### config.mk
export PLATFORM = sky130hd
export DESIGN_NAME = dcache_refill
export DESIGN_NICKNAME = d
export VERILOG_FILES = /design/src/rtl/dcache_refill_pkg.sv /design/src/rtl/dcache_line_buf.sv /design/src/rtl/dcache_refill.sv
export SDC_FILE = /design/constraint.sdc
export NUM_CORES = 1
export LEC_CHECK = 0
export BUFFER_PORTS_ARGS = -buffer_cell sky130_fd_sc_hd__buf_2
export CELL_PAD_IN_SITES_DETAIL_PLACEMENT = 1
export CELL_PAD_IN_SITES_GLOBAL_PLACEMENT = 1
export CORE_MARGIN = 2
export CORE_UTILIZATION = 44
export CTS_CLUSTER_SIZE = 20
export DETAILED_ROUTE_END_ITERATION = 16
export PLACE_DENSITY = 0.84
export SLEW_MARGIN = 25
export SYNTH_ARGS = -nofsm -noshare
export SYNTH_HDL_FRONTEND = slang
export SYNTH_SLANG_ARGS = --single-unit
export TNS_END_PERCENT = 10
### constraint.sdc
create_clock -name clk -period 9.5 [get_ports clk]
set_input_delay 1.9 -clock clk [delete_from_list [all_inputs] [get_ports clk]]
set_output_delay 1.9 -clock clk [all_outputs]
set_load 0.02 [all_outputs]
### src/rtl/dcache_refill_pkg.sv
// rtl/dcache_refill_pkg.sv - shared defaults, state encodings and beat helper for dcache_refill
// Holds the default line/bus widths, the 3-bit refill FSM state encodings,
// the default beat count and a helper that derives the beat count from widths.
package dcache_refill_pkg;

  localparam int LINE_W_DEF = 64;
  localparam int MEM_W_DEF  = 32;
  localparam int BEATS      = LINE_W_DEF / MEM_W_DEF;

  typedef enum logic [2:0] {
    RF_IDLE      = 3'd0,
    RF_WB_REQ    = 3'd1,
    RF_FILL_REQ  = 3'd2,
    RF_FILL_WAIT = 3'd3,
    RF_REFRESH   = 3'd4,
    RF_DONE      = 3'd5
  } rf_state_e;

  function automatic int rf_beats(input int line_w, input int mem_w);
    return line_w / mem_w;
  endfunction

endpackage

### src/rtl/dcache_line_buf.sv
// rtl/dcache_line_buf.sv - refill line buffer, one MEM_W slot per memory beat
// Ports:
//   clk, rst     : clock, synchronous active-high reset (clears every slot)
//   i_we         : write slot i_idx with i_wdata this cycle
//   i_idx        : slot index (beat number, slot 0 = line bits [MEM_W-1:0])
//   i_wdata      : beat data
//   o_line       : whole line, slots concatenated little-endian
module dcache_line_buf #(
  parameter int BEATS = 2,
  parameter int MEM_W = 32,
  parameter int IDX_W = 1
) (
  input  logic                     clk,
  input  logic                     rst,
  input  logic                     i_we,
  input  logic [IDX_W-1:0]         i_idx,
  input  logic [MEM_W-1:0]         i_wdata,
  output logic [BEATS*MEM_W-1:0]   o_line
);

  logic [BEATS-1:0][MEM_W-1:0] r_slots;

  always_ff @(posedge clk) begin
    if (rst) begin
      r_slots <= '0;
    end else if (i_we) begin
      r_slots[i_idx] <= i_wdata;
    end
  end

  assign o_line = r_slots;

endmodule

### src/rtl/dcache_refill.sv
// rtl/dcache_refill.sv - dcache miss service: victim write-back, beat-wise refill, tag refresh
// Ports:
//   clk, rst                    : clock, synchronous active-high reset
//   i_miss, i_write_back        : miss level from the tag array, victim-dirty flag
//   i_req_addr                  : missing access address
//   i_victim_addr/i_victim_data : line-aligned victim address and contents
//   o_busy                      : pipeline stall (combinational on a fresh miss)
//   o_refresh, o_fill_we        : one-cycle install pulse, with o_fill_data as the new line
//   o_mem_req/we/addr/wdata     : registered memory beat request, held until i_mem_ready
//   i_mem_ready                 : beat accepted
//   i_mem_rvalid/i_mem_rdata    : read beat return
module dcache_refill
  import dcache_refill_pkg::*;
#(
  parameter int ADDR_W = 64,
  parameter int LINE_W = LINE_W_DEF,
  parameter int MEM_W  = MEM_W_DEF
) (
  input  logic              clk,
  input  logic              rst,
  input  logic              i_miss,
  input  logic              i_write_back,
  input  logic [ADDR_W-1:0] i_req_addr,
  input  logic [ADDR_W-1:0] i_victim_addr,
  input  logic [LINE_W-1:0] i_victim_data,
  output logic              o_busy,
  output logic              o_refresh,
  output logic              o_fill_we,
  output logic [LINE_W-1:0] o_fill_data,
  output logic              o_mem_req,
  output logic              o_mem_we,
  output logic [ADDR_W-1:0] o_mem_addr,
  output logic [MEM_W-1:0]  o_mem_wdata,
  input  logic              i_mem_ready,
  input  logic              i_mem_rvalid,
  input  logic [MEM_W-1:0]  i_mem_rdata
);

  localparam int N_BEATS = rf_beats(LINE_W, MEM_W);
  localparam int BW      = (N_BEATS > 1) ? $clog2(N_BEATS) : 1;
  localparam int STEP    = MEM_W / 8;

  rf_state_e         r_state, w_state_nxt;
  logic [BW-1:0]     r_beat, w_beat_nxt;
  logic              w_last;
  logic [ADDR_W-1:0] r_line_base, r_victim_addr;
  logic [LINE_W-1:0] r_victim_data;
  logic [ADDR_W-1:0] w_req_base, w_line_base, w_victim_base, w_offset;
  logic [LINE_W-1:0] w_victim_line;
  logic              w_mem_req_nxt, w_mem_we_nxt;
  logic [ADDR_W-1:0] w_mem_addr_nxt;
  logic [MEM_W-1:0]  w_mem_wdata_nxt;
  logic              w_buf_we;
  logic              w_unused_ok;

  assign w_req_base  = {i_req_addr[ADDR_W-1:3], 3'b000};
  assign w_unused_ok = &{1'b0, i_req_addr[2:0]};
  assign w_last      = (r_beat == BW'(N_BEATS - 1));

  // The mem_* registers load on the same edge that captures the request, so
  // while leaving IDLE the live inputs stand in for the captured copies.
  assign w_line_base   = (r_state == RF_IDLE) ? w_req_base    : r_line_base;
  assign w_victim_base = (r_state == RF_IDLE) ? i_victim_addr : r_victim_addr;
  assign w_victim_line = (r_state == RF_IDLE) ? i_victim_data : r_victim_data;
  assign w_offset      = ADDR_W'(w_beat_nxt) * ADDR_W'(STEP);

  // State and beat register
  always_ff @(posedge clk) begin
    if (rst) begin
      r_state <= RF_IDLE;
      r_beat  <= '0;
    end else begin
      r_state <= w_state_nxt;
      r_beat  <= w_beat_nxt;
    end
  end

  // Next state and next beat
  always_comb begin
    w_state_nxt = r_state;
    w_beat_nxt  = r_beat;
    case (r_state)
      RF_IDLE: begin
        w_beat_nxt = '0;
        if (i_miss) w_state_nxt = i_write_back ? RF_WB_REQ : RF_FILL_REQ;
      end
      RF_WB_REQ: begin
        if (i_mem_ready) begin
          if (w_last) begin
            w_beat_nxt  = '0;
            w_state_nxt = RF_FILL_REQ;
          end else begin
            w_beat_nxt = r_beat + BW'(1);
          end
        end
      end
      RF_FILL_REQ: begin
        if (i_mem_ready) w_state_nxt = RF_FILL_WAIT;
      end
      RF_FILL_WAIT: begin
        if (i_mem_rvalid) begin
          if (w_last) begin
            w_state_nxt = RF_REFRESH;
          end else begin
            w_beat_nxt  = r_beat + BW'(1);
            w_state_nxt = RF_FILL_REQ;
          end
        end
      end
      RF_REFRESH: begin
        w_beat_nxt  = '0;
        w_state_nxt = RF_DONE;
      end
      RF_DONE:  w_state_nxt = RF_IDLE;
      default: begin
        w_state_nxt = RF_IDLE;
        w_beat_nxt  = '0;
      end
    endcase
  end

  // Outputs: combinational status plus next values of the bus registers,
  // derived from the state being entered so they are valid the cycle it starts.
  always_comb begin
    o_busy          = ((r_state != RF_IDLE) && (r_state != RF_DONE)) ||
                      ((r_state == RF_IDLE) && i_miss);
    o_refresh       = (r_state == RF_REFRESH);
    o_fill_we       = (r_state == RF_REFRESH);
    w_mem_req_nxt   = 1'b0;
    w_mem_we_nxt    = 1'b0;
    w_mem_addr_nxt  = '0;
    w_mem_wdata_nxt = '0;
    case (w_state_nxt)
      RF_WB_REQ: begin
        w_mem_req_nxt   = 1'b1;
        w_mem_we_nxt    = 1'b1;
        w_mem_addr_nxt  = w_victim_base + w_offset;
        w_mem_wdata_nxt = w_victim_line[int'(w_beat_nxt)*MEM_W +: MEM_W];
      end
      RF_FILL_REQ: begin
        w_mem_req_nxt  = 1'b1;
        w_mem_addr_nxt = w_line_base + w_offset;
      end
      default: ;
    endcase
  end

  always_ff @(posedge clk) begin
    if (rst) begin
      o_mem_req   <= 1'b0;
      o_mem_we    <= 1'b0;
      o_mem_addr  <= '0;
      o_mem_wdata <= '0;
    end else begin
      o_mem_req   <= w_mem_req_nxt;
      o_mem_we    <= w_mem_we_nxt;
      o_mem_addr  <= w_mem_addr_nxt;
      o_mem_wdata <= w_mem_wdata_nxt;
    end
  end

  // Request capture; frozen for the whole service
  always_ff @(posedge clk) begin
    if (rst) begin
      r_line_base   <= '0;
      r_victim_addr <= '0;
      r_victim_data <= '0;
    end else if ((r_state == RF_IDLE) && i_miss) begin
      r_line_base <= w_req_base;
      if (i_write_back) begin
        r_victim_addr <= i_victim_addr;
        r_victim_data <= i_victim_data;
      end
    end
  end

  assign w_buf_we = (r_state == RF_FILL_WAIT) && i_mem_rvalid;

  dcache_line_buf #(
    .BEATS (N_BEATS),
    .MEM_W (MEM_W),
    .IDX_W (BW)
  ) u_line_buf (
    .clk     (clk),
    .rst     (rst),
    .i_we    (w_buf_we),
    .i_idx   (r_beat),
    .i_wdata (i_mem_rdata),
    .o_line  (o_fill_data)
  );

endmodule

==> impl_metrics.py <==
metrics = {
    "route": {
        "dr.pass1.iters": 5,
        "vias": 18100,
        "wl_um": 71000,
        "vias_per_cell": 6.00,
        "wl_per_cell_um": 23.5,
        "post-route-drc-count": 0,
        "dr.first_iter.drc_count": 1282,
        "ant_nets": 0,
    },
    "run": {
        "maxCapViolations": 0,
    },
    "layout": {
        "design_area_um2": 21500,
        "seq_area_um2": 7110,
        "syn_to_final_growth_pct": 20.2,
        "drive_above_1_share_pct": 24.5,
        "n_fill_cell": 4787,
        "multi_input_area_um2": 10000,
        "layout.nets": 2680,
        "fin_cells": 3017,
    },
    "synthesis": {
        "yosysUniqueCellTypes": 81,
        "syn_nets": 2379,
        "synthArstFlopShare_pct": 0,
        "synth_edf_count": 0,
        "yosysSeqAreaShare_pct": 39.8,
        "syn_avg_cell_area_um2": 8.31,
        "syn_area_um2": 17800,
        "ys.flop_type": "dfxtp_1",
        "yosysWarnings": 0,
        "synthCells": 2147,
        "synth_seq_cells": 355,
    },
    "setup_path": {
        "path_class": "in -> reg",
        "cp-end-kind": "flip-flop",
        "arrival_ns": 6.43,
        "cp.required_ns": 10.01,
        "cp-start-kind": "input pin",
        "cp_max_fo": 49,
    },
    "timing": {
        "slew_violations": 0,
        "setup_slack_ns": 3.58,
        "whs_ns": 0.455,
        "worstMarginPinSlew_ns": 1.08,
        "finalCriticalPeriod_ns": 5.92,
        "period_share_pct": 62.3,
        "hold_viol": 0,
        "fmax_ghz": 0.169,
        "setup_viol": 0,
        "finClkSkew_ns": 0.0116,
        "setup_tns_ns": 0,
        "rsz0062_at_grt": "no",
        "relSlewSlack_pct": 26.9,
    },
    "die": {
        "ioPinCount": 395,
        "die_h_um": 205,
        "row_count": 73,
        "initial_core_util_pct": 44.7,
        "die_w_um": 205,
        "core_area_um2": 39900,
        "die_area_um2": 42200,
    },
    "grt": {
        "first_global_vias": 18600,
        "grt_overflow": 0,
        "grt_max_degree": 125,
        "grt_use_total_pct": 33.1,
        "grt_pass1_wl_um": 108000,
        "antenna_found_initial": 21,
    },
    "placed_design": {
        "placed_cells": 2929,
        "post-dp-hpwl_um": 49600,
        "post-place-ws_ns": 3.04,
        "placed_area_um2": 20000,
        "gp_congestion": 1.00,
        "io_buffers": 391,
    },
    "power_and_ir_drop": {
        "swShare_pct": 30.4,
        "peakVddDrop_v": 0.000177,
        "seqPwrFrac_pct": 39.3,
        "p_int_uw": 2910,
        "pwr-share-comb_pct": 19.9,
        "powerDensity_nw_per_um2": 195,
        "p_switching_uw": 1270,
        "leakage_uw": 0.00842,
        "clkPwrFrac_pct": 40.8,
    },
    "clock_network": {
        "path_clk_slew_ns": 0.06,
        "ctsHtreeMaxLevel": 2,
        "cts_hold_buffers": 0,
        "numCtsBuffers": 42,
        "post_cts_buffers": 0,
        "clock_latency_ns": 0.57,
        "clkSinkCount": 355,
        "ctsResizeCount": 0,
        "clock_path_buffers": 3,
        "cts_tree": "yes",
        "cts-root-buf": "clkbuf_16",
    },
    "run_status": {
        "status": "finished clean",
    },
    "worst_hold_path": {
        "hold_path.class": "reg -> reg",
    },
}
## synth_stat cells (all sizes together), types with 5 or more instances
cell type | instances | area, µm²
and2 | 37 | 231
or3 | 18 | 118
nand4 | 39 | 244
nor4 | 14 | 106
o21ai | 37 | 189
clkbuf | 103 | 387
mux2 | 17 | 191
o32ai | 7 | 87.6
xnor2 | 9 | 78.8
a21oi | 297 | 1490
nor2b | 5 | 31.3
nand3 | 60 | 300
nor4b | 5 | 58.8
o31ai | 14 | 105
or4 | 8 | 60.1
nor2 | 67 | 251
nand2 | 626 | 2360
inv | 9 | 33.8
o311ai | 6 | 52.6
o2111ai | 13 | 120
o211ai | 14 | 105
nor3 | 41 | 236
mux2i | 80 | 855
and3 | 30 | 188
nand2b | 14 | 87.6
buf | 54 | 357
nand3b | 5 | 37.5
xor2 | 18 | 158
a31oi | 16 | 100
dfxtp | 355 | 7110
nor3b | 5 | 37.5
mux4 | 71 | 1600
## logic make-up after synthesis
family,after synthesis,synth area share [%]
AOI/OAI and AO/OA,445,14.7
adders and majority gates,2,0.140
buffers and inverters,166,4.35
DFF,355,39.8
muxes,168,14.8
and+or+nand+nor,984,24.9
xor gates and xnor gates,27,1.33
## worst max-delay path, stage by stage
cell	delay (ns)
buf_2	0.14
nor3b_1	0.37
o31a_1	0.69
nand3_4	0.73
a21o_2	0.40
buf_4	0.32
inv_1	0.83
nand2_1	0.26
inv_1	0.21
buf_4	0.35
and2_1	0.20
## cells in the final DEF, fill, tap and decap left out, types with 21 or more instances in the layout
cell type / netlist / layout
a21oi_1: 297 / 297
and2_1: 37 / 36
and3_1: 30 / 29
buf_2: 27 / 390
buf_4: 18 / 21
clkbuf_16: 0 / 43
dfxtp_1: 355 / 355
mux2i_1: 75 / 75
mux4_2: 71 / 71
nand2_1: 625 / 623
nand3_1: 60 / 59
nand4_1: 39 / 39
nor2_1: 67 / 67
nor3_1: 36 / 34
o21ai_0: 35 / 35
## layout make-up
type                       count  area share, %
multi-input combinational   1626           46.7
sequential                   355           33.1
timing repair buffer         414           10.0
clock buffer                  59           5.58
tap                          525           3.06
clock inverter                19           1.22
inverter                       9          0.157
antenna                       10          0.117
## registers in the layout, summed over array words and instances, names as in the netlist
signal             count
o_mem_addr            64
o_mem_req              1
o_mem_wdata           32
o_mem_we               1
r_beat                 1
r_line_base           61
r_state                3
r_victim_addr         64
r_victim_data         64
u_line_buf.o_line     64
## metal layers
metal	share of wire (%)	vias to the layer above	wire [µm]	global-route usage (%)
li1	-	8191	-	-
met1	39	8946	27600	40.1
met2	48	750	34200	55.6
met3	9.1	179	6470	9.22
met4	3.7	22	2650	13.6
met5	0.21	-	151	0
## final timing paths
check                                startpoint                                  to  slack (ns)  cells past startpoint
max                                      i_miss          o_mem_wdata[21]$_SDFF_PP0_        3.58                     11
min          u_line_buf.o_line[56]$_SDFFE_PP0P_  u_line_buf.o_line[56]$_SDFFE_PP0P_        0.46                      2
max reg2reg               r_state[1]$_SDFF_PP0_          o_mem_wdata[21]$_SDFF_PP0_        3.84                     13
min reg2reg  u_line_buf.o_line[56]$_SDFFE_PP0P_  u_line_buf.o_line[56]$_SDFFE_PP0P_        0.46                      2
## metrics by stage
stage | power [µW] | util, %
2_1_floorplan | 2210 | -
3_3_place_gp | 2460 | 50.0
3_5_place_dp | 2490 | 50.0
4_1_cts | 4190 | 53.7
5_1_grt | 4320 | 53.7
6_report | 4180 | 53.8
## power groups by stage
stage / clock network, µW / registers, µW / logic (µW)
after detailed placement: 0 / 1670 / 820
after floorplan: 0 / 1700 / 515
after CTS: 1730 / 1640 / 826
after global routing: 1780 / 1650 / 893
after global placement: 0 / 1660 / 795
final: 1710 / 1640 / 830
(Power assumes the default switching activity.)
